## src/rtl/ps2_pkg.sv

```systemverilog
// ps2_pkg: shared constants and FSM encoding for the PS/2 scan-code receiver
package ps2_pkg;
   localparam logic [7:0] BREAK_CODE     = 8'hF0;
   localparam logic [7:0] EXT_CODE       = 8'hE0;
   localparam int         PS2_FRAME_BITS = 11;
   typedef enum logic [1:0] {
      IDLE   = 2'd0,
      DATA   = 2'd1,
      PARITY = 2'd2,
      STOP   = 2'd3
   } ps2_state_e;
endpackage

```

## src/rtl/ps2_edge_sync.sv

```systemverilog
// ps2_edge_sync: synchronizes kb_clk/kb_data into clk and flags kb_clk falling edges
module ps2_edge_sync #(
   parameter int SYNC_STAGES = 2
) (
   input  logic clk,
   input  logic rst,
   input  logic kb_clk,
   input  logic kb_data,
   output logic fall,
   output logic data
);
   logic [SYNC_STAGES-1:0] clk_sync_q, clk_sync_d, data_sync_q, data_sync_d;
   logic                   prev_q, prev_d;
   // shift raw lines through the chains; remember last synced clock level
   always_comb begin
      clk_sync_d  = {clk_sync_q[SYNC_STAGES-2:0], kb_clk};
      data_sync_d = {data_sync_q[SYNC_STAGES-2:0], kb_data};
      prev_d      = clk_sync_q[SYNC_STAGES-1];
   end
   // both lines idle high, so reset the chains to 1 to avoid a fake edge
   always_ff @(posedge clk or negedge rst) begin
      if (!rst) begin
         clk_sync_q  <= '1;
         data_sync_q <= '1;
         prev_q      <= 1'b1;
      end else begin
         clk_sync_q  <= clk_sync_d;
         data_sync_q <= data_sync_d;
         prev_q      <= prev_d;
      end
   end
   assign fall = prev_q & ~clk_sync_q[SYNC_STAGES-1];
   assign data = data_sync_q[SYNC_STAGES-1];
endmodule

```

## src/rtl/ps2_scan_receiver.sv

```systemverilog
// ps2_scan_receiver: PS/2 frame receiver emitting one scan code per key release; PS2_PARITY_CHECK_EN enables parity checking
module ps2_scan_receiver
   import ps2_pkg::*;
#(
   parameter int SYNC_STAGES    = 2,
   parameter int TIMEOUT_CYCLES = 100000
) (
   input  logic       clk,
   input  logic       rst,
   input  logic       kb_clk,
   input  logic       kb_data,
   output logic [7:0] scan_code_out,
   output logic       scan_valid,
   output logic       frame_err
);
   localparam int TW = $clog2(TIMEOUT_CYCLES);
   localparam logic [TW-1:0] TO_LAST = TW'(TIMEOUT_CYCLES - 1);
`ifdef PS2_PARITY_CHECK_EN
   localparam bit PAR_EN = 1'b1;
`else
   localparam bit PAR_EN = 1'b0;
`endif
   logic          fall, data, good;
   ps2_state_e    state_q, state_d;
   logic [2:0]    bit_cnt_q, bit_cnt_d;
   logic [7:0]    shreg_q, shreg_d, code_q, code_d;
   logic          parity_q, parity_d, brk_q, brk_d, valid_q, valid_d, err_q, err_d;
   logic [TW-1:0] tcnt_q, tcnt_d;

   ps2_edge_sync #(.SYNC_STAGES(SYNC_STAGES)) u_sync (
      .clk     (clk),
      .rst     (rst),
      .kb_clk  (kb_clk),
      .kb_data (kb_data),
      .fall    (fall),
      .data    (data)
   );

   assign good = data && (!PAR_EN || (^{shreg_q, parity_q}));

   // frame FSM, make/break filtering and inactivity timeout
   always_comb begin
      state_d   = state_q;
      bit_cnt_d = bit_cnt_q;
      shreg_d   = shreg_q;
      parity_d  = parity_q;
      brk_d     = brk_q;
      code_d    = code_q;
      valid_d   = 1'b0;
      err_d     = 1'b0;
      tcnt_d    = (state_q != IDLE && tcnt_q != TO_LAST) ? tcnt_q + 1'b1 : tcnt_q;
      if (fall) begin
         tcnt_d = '0;
         case (state_q)
            IDLE: begin
               err_d     = data;
               state_d   = data ? IDLE : DATA;
               bit_cnt_d = '0;
            end
            DATA: begin
               shreg_d   = {data, shreg_q[7:1]};
               bit_cnt_d = bit_cnt_q + 3'd1;
               state_d   = (bit_cnt_q == 3'd7) ? PARITY : DATA;
            end
            PARITY: begin
               parity_d = data;
               state_d  = STOP;
            end
            STOP: begin
               state_d = IDLE;
               if (!good) err_d = 1'b1;
               else if (shreg_q == BREAK_CODE) brk_d = 1'b1;
               else if (shreg_q != EXT_CODE && brk_q) begin
                  code_d  = shreg_q;
                  valid_d = 1'b1;
                  brk_d   = 1'b0;
               end
            end
            default: state_d = IDLE;
         endcase
      end else if (state_q != IDLE && tcnt_q == TO_LAST) begin
         state_d = IDLE;
         err_d   = 1'b1;
         brk_d   = 1'b0;
      end
   end

   // state and output registers; reset discards any partial frame
   always_ff @(posedge clk or negedge rst) begin
      if (!rst) begin
         state_q   <= IDLE;
         bit_cnt_q <= '0;
         shreg_q   <= '0;
         parity_q  <= 1'b0;
         brk_q     <= 1'b0;
         code_q    <= 8'h00;
         valid_q   <= 1'b0;
         err_q     <= 1'b0;
         tcnt_q    <= '0;
      end else begin
         state_q   <= state_d;
         bit_cnt_q <= bit_cnt_d;
         shreg_q   <= shreg_d;
         parity_q  <= parity_d;
         brk_q     <= brk_d;
         code_q    <= code_d;
         valid_q   <= valid_d;
         err_q     <= err_d;
         tcnt_q    <= tcnt_d;
      end
   end

   assign scan_code_out = code_q;
   assign scan_valid    = valid_q;
   assign frame_err     = err_q;
endmodule

```

## config.mk

```make
export PLATFORM = sky130hd
export DESIGN_NAME = ps2_scan_receiver
export DESIGN_NICKNAME = d
export VERILOG_FILES = /design/src/rtl/ps2_pkg.sv /design/src/rtl/ps2_edge_sync.sv /design/src/rtl/ps2_scan_receiver.sv
export SDC_FILE = /design/constraint.sdc
export NUM_CORES = 1
export LEC_CHECK = 0
export CAP_MARGIN = 20
export CORE_ASPECT_RATIO = 0.9
export CORE_MARGIN = 1.5
export CORE_UTILIZATION = 45
export CTS_CLUSTER_DIAMETER = 80
export DETAILED_ROUTE_END_ITERATION = 7
export PLACE_DENSITY = 0.66
export SLEW_MARGIN = 10
export SYNTH_ARGS = -nofsm -noshare
export SYNTH_HDL_FRONTEND = slang
export SYNTH_SLANG_ARGS = --single-unit
```

## constraint.sdc

```tcl
create_clock -name clk -period 5 [get_ports clk]
set_input_delay 0.5 -clock clk [delete_from_list [all_inputs] [get_ports clk]]
set_output_delay 0.5 -clock clk [all_outputs]
set_load 0.03 [all_outputs]
```

==> impl_metrics.ini <==
[critical_path]
worst_setup_path_end_kind = flip-flop
cpPeakStageDelay_ns = 0.50
crit_arrival_ns = 2.10
crit_path_cell_trace = ha_1 -> and4_4 -> and4_4 -> or4_1 -> a21oi_1
startpoint_type = flip-flop
worstPathRequired_ns = 5.22
crit_slowest_cell = or4_1
path_max_fanout = 11
reg2reg_slack_ns = 3.12
ff2ff_path_depth = 5
crit_type = flip-flop to flip-flop
r2r_end = tcnt_q[5]$_DFFE_PN0P_
cp_common_cell = and4_4
r2r-start = tcnt_q[0]$_DFFE_PN0P_

[logic_synthesis]
synth-edff-count = 0
ys_warn_count = 0
syn_area_per_cell_um2 = 11.3
synthMuxAreaShare_pct = 8.46
yosys_most_used_dff = dfrtp_1
synth_fp_nets = 195
synth_top_family_by_area = simple AND/OR/NAND/NOR gates
synthXorXnorAreaFrac_pct = 2.90
synthAdderAreaFrac_pct = 1.77
yosysSeqAreaShare_pct = 54.7
syn_area_um2 = 2120
syn_inst = 188
ys_ff_latch = 46
synth_compound_area_share_pct = 8.22
ys_types = 45
synth-simple-area-share_pct = 21.3
synthArstFlopShare_pct = 100

[route]
drt_iter0_markers = 91
drt_first_pass_iters = 4
drc = 0
routed_wl_mm = 3.85
vias = 1472
detail-route-antenna-nets = 0
wire_per_inst_um = 14.5
viasPerCell = 5.55

[clock_tree]
cts.path.max_buffers = 2
hold_buffers = 0
cts-htree-levels = 2
cts_num_sinks = 46
clk_latency_ns = 0.31
cts_tree = built
post_cts_buffers = 0
cts-buffers-inserted = 5
root_buffer = clkbuf_8
cts.repair.resized = 0
clkTransAtPathRegs_ns = 0.09

[grt]
grt_pass1_wl_mm = 6.61
overflow = 0
grt_pass1_vias = 1375
grt_util_all_layers_pct = 17.5
antenna_found_initial = 0
grt_start_max_net_pins = 47

[floorplanning]
coreArea_um2 = 4490
start_util_pct = 47.1
chipHeight_um = 68.1
fp-row-count = 23
io_pins = 14
fp.dieW_um = 75.3
die-area_um2 = 5120

[layout]
fillers = 397
seq_area_um2 = 1160
final_util_pct = 54.0
syn2layout_area_growth_pct = 14.5
antenna_cells = 0
nets = 209
drive_gt1_share_pct = 19.2
multi_input_area_um2 = 903

[worst_hold_path]
worst_hold_path_type = input port to asynchronous set/reset pin

[timing]
rsz0062_at_grt = no
maxSlewHeadroom_pct = 37.4
worst_pin_slew_ns = 0.935
report.final.slew_viol_count = 0
min_period_over_period_pct = 37.5
max_freq_mhz = 533
fin_ws_ns = 3.12
min_period_ns = 1.88
hold_violations = 0
fin_worst_skew_ns = 0.00992
setup_violations = 0
fin_setup_tns_ns = 0

[placement]
pre_cts_ws_ns = 3.16
dpl.hpwl_mm = 2.67
place_congestion = 0.883
portBuffers = 13

[status]
status = finished clean

[power]
power_density_nw_per_um2 = 361
vdd_drop_max_uv = 240
p_leak_nw = 1.06

[flow_run]
maxCapViolCount = 0
==> worst max-delay path by stage <==
stage | start | end | slack [ns] | depth (start not counted)
2_1_floorplan | tcnt_q[0]$_DFFE_PN0P_ | tcnt_q[5]$_DFFE_PN0P_ | 3.19 | 6
6_report | tcnt_q[0]$_DFFE_PN0P_ | tcnt_q[5]$_DFFE_PN0P_ | 3.12 | 5
3_5_place_dp | state_q[0]$_DFFE_PN0P_ | scan_code_out[3]$_DFFE_PN0P_ | 3.16 | 4
5_1_grt | state_q[1]$_DFFE_PN0P_ | tcnt_q[15]$_DFFE_PN0P_ | 3.01 | 4
4_1_cts | state_q[0]$_DFFE_PN0P_ | scan_code_out[3]$_DFFE_PN0P_ | 3.14 | 4
3_3_place_gp | tcnt_q[0]$_DFFE_PN0P_ | tcnt_q[5]$_DFFE_PN0P_ | 3.19 | 5
==> cells by family after synthesis <==
logic type | count (synthesis)
AO/OA/AOI/OAI | 28
multiplexers | 16
XOR/XNOR | 7
adder cells (fa/ha/maj) | 3
AND/OR/NAND/NOR | 77
buffers and inverters | 11
flip-flops | 46
==> per-layer routing <==
metal	track usage (%)	routed length, µm
met3	5.30	137
met1	24.9	1950
met4	9.38	84
met2	23.8	1680
met5	0	0
==> stage by stage <==
| stage | total power [mW] | hold slack (ns) | instances | instance area, µm² |
|---|---|---|---|---|
| global placement | 0.593 | 0.348 | 256 | 2280 |
| finish | 0.875 | 0.171 | 265 | 2420 |
| detailed placement | 0.600 | 0.347 | 256 | 2280 |
| CTS | 0.879 | 0.360 | 264 | 2390 |
| floorplan | 0.562 | 0.204 | 188 | 2120 |
| global route | 0.925 | 0.198 | 265 | 2420 |
==> cell type report <==
type                       instances  area share, %
tap                               62           3.20
sequential                        46           47.8
clock buffer                       5           2.84
clock inverter                     3           1.81
multi-input combinational        131           37.3
inverter                           3          0.465
timing repair buffer              15           6.61
==> worst max-delay path: cells and delay by family (launching register included) <==
family,cells,cell delay (ns)
adders and majority gates,1,0.26
AOI/OAI and AO/OA,1,0.16
DFF,1,0.42
and+or+nand+nor,3,0.94
==> cells in the mapped netlist, types with 2 or more instances <==
| cell | count | share of area [%] |
|---|---|---|
| clkbuf_1 | 4 | 0.71 |
| inv_1 | 3 | 0.53 |
| mux2_2 | 14 | 7.5 |
| nand4_1 | 5 | 1.5 |
| nand3b_1 | 2 | 0.71 |
| dfstp_2 | 5 | 6.2 |
| and2_1 | 2 | 0.59 |
| nor4_1 | 4 | 1.2 |
| dfrtp_1 | 41 | 48 |
| nand3_1 | 8 | 1.9 |
| ha_1 | 3 | 1.8 |
| nand2_1 | 13 | 2.3 |
| nand2b_1 | 2 | 0.59 |
| and4_4 | 2 | 1.1 |
| o31ai_1 | 5 | 1.8 |
| nor2_1 | 15 | 2.7 |
| nor3_1 | 6 | 1.4 |
| nor4_2 | 2 | 1.2 |
| xnor2_1 | 6 | 2.5 |
| buf_2 | 2 | 0.47 |
| o21ai_0 | 7 | 1.7 |
| or4_1 | 5 | 1.8 |
| a21oi_1 | 10 | 2.4 |
==> cell usage in the layout (no fill, tap or decap), types with 2 or more instances in the layout <==
cell type        instances
a21oi_1                 10
and2_1                   2
and4_4                   2
clkbuf_8                 5
clkdlybuf4s50_1         12
dfrtp_1                 41
dfstp_2                  5
ha_1                     3
inv_1                    3
mux2_2                  14
nand2_1                 13
nand2b_1                 2
nand3_1                  8
nand3b_1                 2
nand4_1                  5
nor2_1                  15
nor3_1                   6
nor4_1                   4
nor4_2                   2
o21ai_0                  7
o31ai_1                  5
or4_1                    5
xnor2_1                  6
==> state kept, by name, indices dropped and copies added (netlist names) <==
signal              cells
scan_valid              1
u_sync.prev_q           1
tcnt_q                 17
scan_code_out           8
frame_err               1
u_sync.clk_sync_q       2
u_sync.data_sync_q      2
shreg_q                 8
bit_cnt_q               3
state_q                 2
brk_q                   1
==> power breakdown <==
group	switching [mW]	internal, mW
Sequential	0.0499	0.424
Clock	0.128	0.150
Combinational	0.0673	0.0556
Total	0.246	0.629
Power figures use the tool's default switching activity.
